<file path="src/rtl/display_scanner.sv">
// Four-digit multiplexed 7-segment scanner for the dozens/tray cork counters.
// Shadow-latches the BCD inputs once per frame, with leading-zero blanking and tray-digit blinking.
module display_scanner #(
    parameter int SCAN_DIV     = 6,
    parameter int BLINK_FRAMES = 125
) (
    input  logic       clk,
    input  logic       reset,
    input  logic       enable,
    input  logic [3:0] dezenas_duzias,
    input  logic [3:0] unidades_duzias,
    input  logic [3:0] dezenas_bandeja,
    input  logic [3:0] unidades_bandeja,
    input  logic       blink_bandeja,
    output logic [3:0] display_colune,
    output logic [6:0] display_data,
    output logic       frame_start
);

    localparam logic [7:0] PRESC_LAST = 8'(SCAN_DIV - 1);
    localparam logic [9:0] BLINK_LAST = 10'(BLINK_FRAMES - 1);
    localparam logic [6:0] SEG_OFF    = 7'b1111111;

    logic [7:0]      presc, presc_next;
    logic [1:0]      idx, idx_next;
    logic [3:0][3:0] shadow, shadow_next;
    logic [9:0]      bcnt, bcnt_next;
    logic            phase, phase_next;
    logic            frame_wrap;
    logic [3:0]      digit;
    logic [3:0]      colune_next;
    logic [6:0]      data_next;

    // Active-low segments, bit6..bit0 = a..g; non-BCD codes show a dash.
    function automatic logic [6:0] seg_decode(input logic [3:0] v);
        case (v)
            4'd0:    seg_decode = 7'b0000001;
            4'd1:    seg_decode = 7'b1001111;
            4'd2:    seg_decode = 7'b0010010;
            4'd3:    seg_decode = 7'b0000110;
            4'd4:    seg_decode = 7'b1001100;
            4'd5:    seg_decode = 7'b0100100;
            4'd6:    seg_decode = 7'b0100000;
            4'd7:    seg_decode = 7'b0001111;
            4'd8:    seg_decode = 7'b0000000;
            4'd9:    seg_decode = 7'b0000100;
            default: seg_decode = 7'b1111110;
        endcase
    endfunction

    always_comb begin
        presc_next  = presc + 8'd1;
        idx_next    = idx;
        frame_wrap  = 1'b0;
        shadow_next = shadow;
        bcnt_next   = bcnt;
        phase_next  = phase;
        if (presc == PRESC_LAST) begin
            presc_next = 8'd0;
            idx_next   = idx + 2'd1;
            frame_wrap = (idx == 2'd3);
        end
        if (frame_wrap)
            shadow_next = {unidades_bandeja, dezenas_bandeja, unidades_duzias, dezenas_duzias};

        if (!blink_bandeja) begin
            bcnt_next  = 10'd0;
            phase_next = 1'b0;
        end else if (frame_wrap) begin
            if (bcnt == BLINK_LAST) begin
                bcnt_next  = 10'd0;
                phase_next = ~phase;
            end else begin
                bcnt_next = bcnt + 10'd1;
            end
        end

        // Outputs are computed from the next index and shadow so column and segments switch together.
        colune_next = ~(4'b1000 >> idx_next);
        digit       = shadow_next[idx_next];
        if (!enable)
            data_next = SEG_OFF;
        else if (blink_bandeja && phase_next && idx_next[1])
            data_next = SEG_OFF;
        else if (!idx_next[0] && digit == 4'd0)
            data_next = SEG_OFF;
        else
            data_next = seg_decode(digit);
    end

    always_ff @(posedge clk or negedge reset) begin
        if (!reset) begin
            presc          <= 8'd0;
            idx            <= 2'd0;
            shadow         <= '0;
            bcnt           <= 10'd0;
            phase          <= 1'b0;
            display_colune <= 4'b0111;
            display_data   <= SEG_OFF;
            frame_start    <= 1'b0;
        end else begin
            presc          <= presc_next;
            idx            <= idx_next;
            shadow         <= shadow_next;
            bcnt           <= bcnt_next;
            phase          <= phase_next;
            display_colune <= colune_next;
            display_data   <= data_next;
            frame_start    <= frame_wrap;
        end
    end

endmodule

</file>
<file path="config.mk">
export PLATFORM = sky130hd
export DESIGN_NAME = display_scanner
export DESIGN_NICKNAME = d
export VERILOG_FILES = /design/src/rtl/display_scanner.sv
export SDC_FILE = /design/constraint.sdc
export NUM_CORES = 1
export LEC_CHECK = 0
export CORE_MARGIN = 4
export CORE_UTILIZATION = 45
export CTS_BUF_LIST = sky130_fd_sc_hd__clkbuf_16
export DETAILED_ROUTE_END_ITERATION = 16
export PLACE_DENSITY_LB_ADDON = 0.25
export SETUP_SLACK_MARGIN = 0.3
export SLEW_MARGIN = 0
export SYNTH_ARGS = -nofsm -noshare
export SYNTH_HDL_FRONTEND = slang
export SYNTH_SLANG_ARGS = --single-unit
</file>
<file path="constraint.sdc">
create_clock -name clk -period 3.5 [get_ports clk]
set_input_delay 1.05 -clock clk [delete_from_list [all_inputs] [get_ports clk]]
set_output_delay 1.05 -clock clk [all_outputs]
set_load 0.02 [all_outputs]
</file>
==> results of run 1 <==
stage by stage:
stage	hold WS, ns	setup slack [ns]	util	area, um^2	instances
floorplan	0.4456	0.6028	-	2530	226
global placement	0.4611	0.3240	0.5311	2907	326
detailed placement	0.4662	0.3043	0.5311	2907	326
CTS	0.4809	0.3595	0.5572	3049	334
global route	0.5100	0.3090	0.5684	3110	339
finish	0.4784	0.4677	0.5684	3110	339
cell type report:
class                           count  area [um^2]
Multi-Input combinational cell    154         1202
Tap cell                           72        90.09
Timing Repair Buffer               38        361.6
Sequential cell                    49         1239
Clock inverter                      3        17.52
Fill cell                         469         2362
Clock buffer                        5        125.1
Inverter                           18        75.07
flip-flops by register name, summed over array words and instances, names as in the netlist:
signal          cells
shadow             16
bcnt               10
presc               8
display_data        7
display_colune      4
idx                 2
frame_start         1
phase               1
power by group:
part / total (uW) / switching [uW] / internal (uW)
registers: 591 / 4.92 / 586
clock network: 468 / 206 / 262
logic: 106 / 51.5 / 54.3
worst min-delay path by stage:
stage	startpoint	depth (start not counted)	slack, ns	endpoint
after global placement	shadow[14]	1	0.46	shadow[14]
final	shadow[8]	2	0.48	shadow[8]
after global routing	shadow[1]	1	0.51	shadow[1]
after floorplan	shadow[0]	2	0.45	shadow[0]
after CTS	shadow[14]	1	0.48	shadow[14]
after detailed placement	shadow[14]	1	0.47	shadow[14]
cell families (layout without fill, tap and decap cells):
family,after synthesis,after routing,share of synthesized area
AO/OA/AOI/OAI,37,37,0.1073
adder cells (fa/ha/maj),11,11,0.05440
flip-flops,49,49,0.4896
XOR/XNOR,6,6,0.02077
AND/OR/NAND/NOR,79,79,0.1736
multiplexers,21,21,0.1123
buffers and inverters,23,64,0.04204
critical path: stages (launching register included):
cell	delay (ns)
dfrtp_1	0.41
inv_1	0.07
ha_1	0.15
or4b_4	0.50
o21ai_1	0.24
and2_4	0.22
inv_4	0.06
mux4_2	0.49
inv_2	0.10
ha_1	0.16
o2111ai_1	0.15
o211a_4	0.29
o311ai_1	0.09
layer usage:
metal	wire [um]	track usage
met5	0	0
met4	52	0.04309
met3	168	0.03274
met2	2404	0.2434
met1	2242	0.1965
layout by cell type, fill, tap and decap left out, types with 2 or more instances in the layout:
cell type        synthesis  layout
dfrtp_1                 39      39
clkdlybuf4s50_1          0      30
nand2_1                 29      29
inv_1                   15      14
nand3_1                 12      11
ha_1                    11      11
dfstp_2                 10      10
o21ai_0                  9       9
nor2_1                   9       9
mux2i_1                  7       7
mux2_2                   6       6
buf_4                    0       6
and3_1                   5       5
a21oi_1                  5       5
clkbuf_16                0       5
o21ai_1                  4       4
mux4_2                   4       4
xnor2_1                  4       4
nand4_1                  4       4
mux2_4                   3       3
o211ai_1                 3       3
and2_4                   1       2
inv_2                    2       2
o2111ai_1                2       2
nor3_1                   2       2
o311ai_1                 2       2
xor2_1                   2       2
o41ai_1                  2       2
clkinv_2                 0       2
repair_timing:
item                       4_1_cts  5_1_grt
setup endpoints to repair        0        7
buffers inserted                 0        5
resized for setup                0        7
==> results.md, run 1 <==
- Top post-synthesis cells by area: dfrtp_1 39%, dfstp_2 10%, ha_1 5.4%
- Vias/cell: 5.268
- Worst hold path class: flip-flop to flip-flop
- Synthesis Warnings: 0
- Detailed Routing Iterations Pass 1: 4
- Max Transition Viols Final: 0
- Synthesis-to-finish area growth: 22.95%
- Peak Freq: 329.8 MHz
- Reg2reg setup slack: 0.47 ns
- Fraction of final layout cells sized beyond drive strength 1: 0.2172
- Setup TNS: 0 ns
- Critical Setup Path Class: flip-flop to flip-flop
- CP Data Required Time: 3.69 ns
- CTS tree: built
- CTS root buffer: clkbuf_16
- Vias post-DR: 1786
- Clock tree buffer depth: 2
- Num CTS Buffers: 5
- Crit share post-route: 0.8664
- Starting Density: 0.4623
- Setup crit end: display_data[3]
- WL/cell: 14.36 um
- Syn Area/Cell: 11.19 um^2
- # DRC: 0
- Power per cell area: 374.6 mW/mm^2
- Flops & latches, synth: 49
- Yosys top cell by area: dfrtp_1
- Initial DRC Count: 57
- RSZ-0062 raised after global routing: false
- Outcome: finished clean
- Inserted Diodes: 0
- Post-synth EDFFs: 0
- Worst reg2reg path endpoint: display_data[3]
- Min Tclk post-route: 3.032 ns
- Worst Path Arrival: 3.22 ns
- First-pass GRT wire length: 8390 um
- Die height: 82.98 um
- All-layer global routing usage: 0.1481
- Final Skew: 0.003814 ns
- Clk_lat worst skew: 0.28 ns
- WL final: 4867 um
- Crit Path Max Fanout: 7
- CP startpoint: presc[1]
- Crit end category: flip-flop
- Max-cap violations: 0
- # setup viols final: 0
- Number of global-route vias before repair: 1796
- Sink Count: 49
- PortBufs: 31
- VDD IR max: 0.2947 mV
- Reg2Reg Depth: 12
- Syn nets: 257
- Slew HR: 0.6842
- Synth top area share: 0.3858
- DIE WIDTH: 82.98 um
- Post-DRT Antenna Nets: 0
- Seq/Total Area, Yosys: 0.4896
- Post-synthesis cell area: 0.002530 mm^2
- Nets: 297
- Cts hold-fix bufs: 0
- Num rows: 27
- Post-synthesis instance total: 226
- Leakage: 0.001414 uW
- Count leader, synth: dfrtp_1
- CTS clk-pin slew, worst paths: 0.07 ns
- H-tree Lvls: 2
- Die area: 0.006886 mm^2
- GP Congestion: 0.8148
- Critical Path Source Type: flip-flop
- Primary FF master, synth: dfrtp_1
- HPWL Detailed: 3512 um
- Initial antenna violation count: 0
- Synth unique cells: 55
- Pin count of the biggest net entering global routing: 34
- Fin. Hold Viols: 0
- Total power: 1165 uW
- Core area: 0.005473 mm^2
- Top cells by count, synth: 39 x dfrtp_1, 29 x nand2_1, 15 x inv_1
- Total gr overflow: 0
- Worst Tran Pin Value: 0.4718 ns
- FFs w/ async S/R, synth: 1.000
- I/O pin count: 32
- Reg2Reg Launch Point: presc[1]
(Power assumes the default switching activity.)
==> run 2, diff against run 1 <==
SETUP_SLACK_MARGIN = not set   (was 0.3)
==> run 2 against run 1 <==
- first-iteration DRC count is 8.8% higher
- highest routed layer unchanged
- largest power group unchanged
- non-clock buffer count shrank 5
- critical path depth is the same
- routed wire length shrank 1.1%
- clock-buffer cell count stayed put
==> results.md, run 2 (synthesis gave the netlist of run 1 again) <==
- Outcome: finished clean
- Sink Count: 49 (unchanged)
- Power per cell area: 381.4 mW/mm^2 (+1.8%)
- WL/cell: 14.41 um (+0.39%)
- Vias/cell: 5.275 (+0.13%)
- First-pass GRT wire length: 8390 um (unchanged)
- Cts hold-fix bufs: 0 (unchanged)
- Min Tclk post-route: 3.120 ns (+0.08734 ns)
- Worst hold stages: 2 (unchanged)
- Most frequent cells in the layout: 39 x dfrtp_1, 30 x clkdlybuf4s50_1, 29 x nand2_1, 15 x inv_1, 12 x nand3_1
- Final Skew: 0.004775 ns (+0.0009606 ns)
- Slowest cell on the critical path: mux4_2
- Die height: 82.98 um (unchanged)
- Num rows: 27 (unchanged)
- Num CTS Buffers: 5 (unchanged)
- Reg2Reg Launch Point: presc[1]
- Starting Density: 0.4623 (unchanged)
- Worst Path Arrival: 3.31 ns (+0.09 ns)
- Initial antenna violation count: 0 (unchanged)
- WL final: 4814 um (-1.1%)
- Fin. Hold Viols: 0 (unchanged)
- Peak Freq: 320.6 MHz (-2.8%)
- CP Data Required Time: 3.69 ns (about the same)
- DIE WIDTH: 82.98 um (unchanged)
- Most common library cell in the layout ignoring fill and taps: dfrtp_1
- Reg2reg setup slack: 0.38 ns (-0.09 ns)
- Hold endpoint: shadow[8]
- Nets: 292 (-1.7%)
- CTS clk-pin slew, worst paths: 0.07 ns (about the same)
- Leakage: 0.001387 uW (-1.9%)
- # DRC: 0 (unchanged)
- Vias post-DR: 1762 (-1.3%)
- CTS tree: built
- Worst hold path class: flip-flop to flip-flop
- Critical Setup Path Class: flip-flop to flip-flop
- Clock tree buffer depth: 2 (unchanged)
- Number of flip-flops in the largest register: 16 (unchanged)
- Total gr overflow: 0 (unchanged)
- Pin count of the biggest net entering global routing: 34 (unchanged)
- GP Congestion: 0.8148 (unchanged)
- Slew HR: 0.6842 (about the same)
- Worst path max stage delay: 0.51 ns (about the same)
- Hold_sp: shadow[8]
- Synthesis-to-finish area growth: 20.52%
- Core area: 0.005473 mm^2 (unchanged)
- Detailed Routing Iterations Pass 1: 4 (unchanged)
- Crit share post-route: 0.8913 (+0.02495)
- Largest registers: shadow: 16 flops, bcnt: 10 flops, presc: 8 flops
- Initial DRC Count: 62 (+8.8%)
- Post-DRT Antenna Nets: 0 (unchanged)
- RSZ-0062 raised after global routing: false
- Worst path cell trace: inv_1, ha_1, or4b_4, o21ai_1, and2_2, inv_2, mux4_2, inv_1, ha_1, o2111ai_1, o211a_4, o311ai_1
- Crit Path Max Fanout: 7 (unchanged)
- Largest reg by FF count: shadow
- # setup viols final: 0 (unchanged)
- HPWL Detailed: 3512 um (unchanged)
- Crit end category: flip-flop
- Setup TNS: 0 ns (unchanged)
- Clk_lat worst skew: 0.28 ns (about the same)
- VDD IR max: 0.2952 mV (+0.19%)
- All-layer global routing usage: 0.1481 (unchanged)
- Worst Tran Pin Value: 0.4738 ns (+0.002020 ns)
- Post-Route Utilization: 0.5572 (-0.01120)
- PortBufs: 31 (unchanged)
- CTS root buffer: clkbuf_16
- CTS resizes: 0 (unchanged)
- Fraction of final layout cells sized beyond drive strength 1: 0.1908 (-0.02639)
- Reg2Reg Depth: 12 (unchanged)
- I/O pin count: 32 (unchanged)
- Setup Buffers After CTS: 0 (unchanged)
- Max-cap violations: 0 (unchanged)
- Inserted Diodes: 0 (unchanged)
- Die area: 0.006886 mm^2 (unchanged)
- H-tree Lvls: 2 (unchanged)
- Number of global-route vias before repair: 1796 (unchanged)
- Critical Path Source Type: flip-flop
- Max Transition Viols Final: 0 (unchanged)
- Worst reg2reg path endpoint: display_data[3]
==> run 2: cell count changes in the layout (fill, tap and decap cells not counted), sizes merged <==
cell,delta
buf,-5
==> run 2: worst max-delay path by stage <==
stage / from / endpoint / cells after the start
final: presc[1] / display_data[3] / 12
after floorplan: presc[1] / display_data[3] / 12
after global placement: dezenas_bandeja[1] / display_data[3] / 8
after global routing: presc[1] / display_data[2] / 11
after CTS: presc[1] / display_data[2] / 11
after detailed placement: unidades_bandeja[1] / display_data[3] / 8
==> run 2: critical path: cells and delay by family (launching register included) <==
family	cells	cell delay [ns]
flops	1	0.41
fa+ha+maj	2	0.33
buf+inv	3	0.30
simple gates	2	0.72
mux	1	0.51
compound gates	4	0.76
==> run 2: routing by layer <==
metal  GRT usage  part of all wire  vias up
met1      0.1965              0.46      849
met2      0.2434              0.49       28
li1            -                 -      880
met3     0.03274             0.034        5
met4     0.04309             0.011        0
met5           0                 0        -
==> run 2: where the power goes <==
group	switching, uW	internal [uW]
combinational	50.8	53.2
sequential	4.97	586
clock	206	262
total	262	901
==> run 2: final cells by class <==
class,instances,area (um^2)
clock inverter,3,17.52
fill,476,2424
multi-input combinational,154,1185
inverter,18,72.57
timing repair buffer,33,320.3
clock buffer,5,125.1
sequential,49,1239
tap,72,90.09
==> run 2: metrics by stage <==
stage                     power (uW)  cell area (um^2)  hold slack [ns]  setup WS [ns]  instances
after floorplan                652.4              2530           0.4456         0.6028        226
after global placement         704.7              2907           0.4611         0.3240        326
after detailed placement       706.2              2907           0.4662         0.3043        326
after CTS                       1178              3049           0.4809         0.3595        334
after global routing            1207              3049           0.5100         0.1522        334
final                           1163              3049           0.4785         0.3804        334
==> run 3, diff against run 2 <==
GPL_ROUTABILITY_DRIVEN = 0   (was not set)
MAX_ROUTING_LAYER = met4   (was not set)
SKIP_LAST_GASP = 1   (was not set)
==> run 3 against run 2 <==
- clock skew hardly changed
- total power about the same
- utilization is the same
- clock power about the same
- critical path depth unchanged
- critical endpoint unchanged
- largest cell class unchanged
==> results.md, run 3 (synthesis gave the netlist of run 1 again) <==
- Total gr overflow: 0 (unchanged)
- CTS clk-pin slew, worst paths: 0.07 ns (about the same)
- Wl on met1: 2252 um (+1.7%)
- All-layer global routing usage: 0.1523 (+0.004236)
- I/O pin count: 32 (unchanged)
- Crit share post-route: 0.8912 (about the same)
- Met2 routed WL: 2373 um (-0.38%)
- Max Transition Viols Final: 0 (unchanged)
- Post-DRT Antenna Nets: 0 (unchanged)
- Pin count of the biggest net entering global routing: 34 (unchanged)
- Fin. Hold Viols: 0 (unchanged)
- Core area: 0.005473 mm^2 (unchanged)
- Power per cell area: 381.6 mW/mm^2 (about the same)
- CTS root buffer: clkbuf_16
- Crit end category: flip-flop
- Pre-CTS setup slack: 0.3043 ns (unchanged)
- Inserted Diodes: 0 (unchanged)
- Outcome: finished clean
- Final Skew: 0.004774 ns (-0.0000005000 ns)
- Sink Count: 49 (unchanged)
- Synthesis-to-finish area growth: 20.52% (unchanged)
- DIE WIDTH: 82.98 um (unchanged)
- WL final: 4837 um (+0.48%)
- Crit Path Max Fanout: 7 (unchanged)
- Worst Tran Pin Value: 0.4877 ns (+0.01396 ns)
- Fin area: 0.003049 mm^2 (unchanged)
- Comb power frac: 0.090 (about the same)
- Setup TNS: 0 ns (unchanged)
- Cell Area, Placed: 0.002907 mm^2 (unchanged)
- # setup viols final: 0 (unchanged)
- Num rows: 27 (unchanged)
- Worst Path Arrival: 3.31 ns (about the same)
- Initial antenna violation count: 0 (unchanged)
- # DRC: 0 (unchanged)
- H-tree Lvls: 2 (unchanged)
- Initial DRC Count: 53 (-15%)
- Total power: 1164 uW (about the same)
- Top Layer Used: met4
- CP Data Required Time: 3.69 ns (about the same)
- Critical Setup Path Class: flip-flop to flip-flop
- Most common library cell in the layout ignoring fill and taps: dfrtp_1
- Sw Pwr: 262.2 uW (+0.22%)
- Post-Route Utilization: 0.5572 (unchanged)
- Starting Density: 0.4623 (unchanged)
- Detailed Routing Iterations Pass 1: 4 (unchanged)
- Clock tree buffer depth: 2 (unchanged)
- Share of power burned in registers: 0.508 (about the same)
- Number of global-route vias before repair: 1798 (+0.11%)
- Peak Freq: 320.6 MHz (about the same)
- Leakage: 0.001387 uW (unchanged)
- Num CTS Buffers: 5 (unchanged)
- Clk_lat worst skew: 0.28 ns (about the same)
- Worst hold path class: flip-flop to flip-flop
- Largest reg by FF count: shadow
- Max-cap violations: 0 (unchanged)
- Vias/cell: 5.272 (about the same)
- Largest registers: shadow: 16 flops, bcnt: 10 flops, presc: 8 flops
- RSZ-0062 raised after global routing: false
- Cell Int Power: 901.4 uW (about the same)
- Die height: 82.98 um (unchanged)
- Min Tclk post-route: 3.119 ns (-0.0005710 ns)
- Vias post-DR: 1761 (-0.057%)
- WL/cell: 14.48 um (+0.48%)
- HPWL Detailed: 3512 um (unchanged)
- Critical Path Source Type: flip-flop
- CTS tree: built
- Die area: 0.006886 mm^2 (unchanged)
- Fillers: 476 (unchanged)
- Sw Share: 0.2253 (+0.0003831)
- Met3 wire len: 163 um (-0.61%)
- Slew HR: 0.6748 (-0.009304)
- Nets: 292 (unchanged)
- Cts hold-fix bufs: 0 (unchanged)
- Final WS setup: 0.3810 ns (+0.0005710 ns)
- Clock power frac: 0.403 (about the same)
- VDD IR max: 0.2953 mV (about the same)
- First-pass GRT wire length: 8390 um (unchanged)
- Number of flip-flops in the largest register: 16 (unchanged)
- Most frequent cells in the layout: 39 x dfrtp_1, 30 x clkdlybuf4s50_1, 29 x nand2_1, 15 x inv_1, 12 x nand3_1
- Fraction of final layout cells sized beyond drive strength 1: 0.1908 (unchanged)
- Setup Buffers After CTS: 0 (unchanged)
- PortBufs: 31 (unchanged)
- CTS resizes: 0 (unchanged)
run 3: cell counts in the layout (fill, tap and decap cells not counted):
Identical to the previous run, type by type.
run 3: per-stage QoR:
stage	std cells	hold WS (ns)
after floorplan	226	0.4456
after global placement	326	0.4611
after detailed placement	326	0.4662
after CTS	334	0.4809
after global routing	334	0.5100
final	334	0.4785
run 3: power by group through the flow:
| stage | Clock, uW | Combinational (uW) | Sequential (uW) |
|---|---|---|---|
| 2_1_floorplan | 0 | 43.9 | 609 |
| 3_3_place_gp | 0 | 104 | 601 |
| 3_5_place_dp | 0 | 105 | 601 |
| 4_1_cts | 482 | 105 | 591 |
| 5_1_grt | 501 | 115 | 592 |
| 6_report | 468 | 104 | 591 |
run 3: worst paths after layout:
path,depth (start not counted),end,slack [ns],startpoint
min,2,shadow[8],0.48,shadow[8]
max,12,display_data[3],0.38,presc[1]
min reg2reg,2,shadow[8],0.48,shadow[8]
min in group asynchronous,1,presc[3],0.67,reset
max reg2reg,12,display_data[3],0.38,presc[1]
max in group asynchronous,2,display_colune[0],2.07,reset
run 3: layout make-up:
| type | instances | area [um^2] | share of cell area |
|---|---|---|---|
| Inverter | 18 | 72.57 | 0.02380 |
| Tap cell | 72 | 90.09 | 0.02954 |
| Sequential cell | 49 | 1239 | 0.4062 |
| Multi-Input combinational cell | 154 | 1185 | 0.3886 |
| Clock buffer | 5 | 125.1 | 0.04103 |
| Timing Repair Buffer | 33 | 320.3 | 0.1050 |
| Clock inverter | 3 | 17.52 | 0.005745 |
run 3: routing by layer:
metal,GRT usage,vias to the layer above
met2,0.2427,27
li1,-,879
met5,-,-
met1,0.1972,850
met3,0.03274,5
met4,0.04309,0
run 3: critical path: stages (launching register included):
cell and delay, ns:
dfrtp_1 0.41, inv_1 0.07, ha_1 0.16, or4b_4 0.49, o21ai_1 0.23, and2_2 0.22
inv_2 0.10, mux4_2 0.51, inv_1 0.13, ha_1 0.17, o2111ai_1 0.15, o211a_4 0.29
o311ai_1 0.09
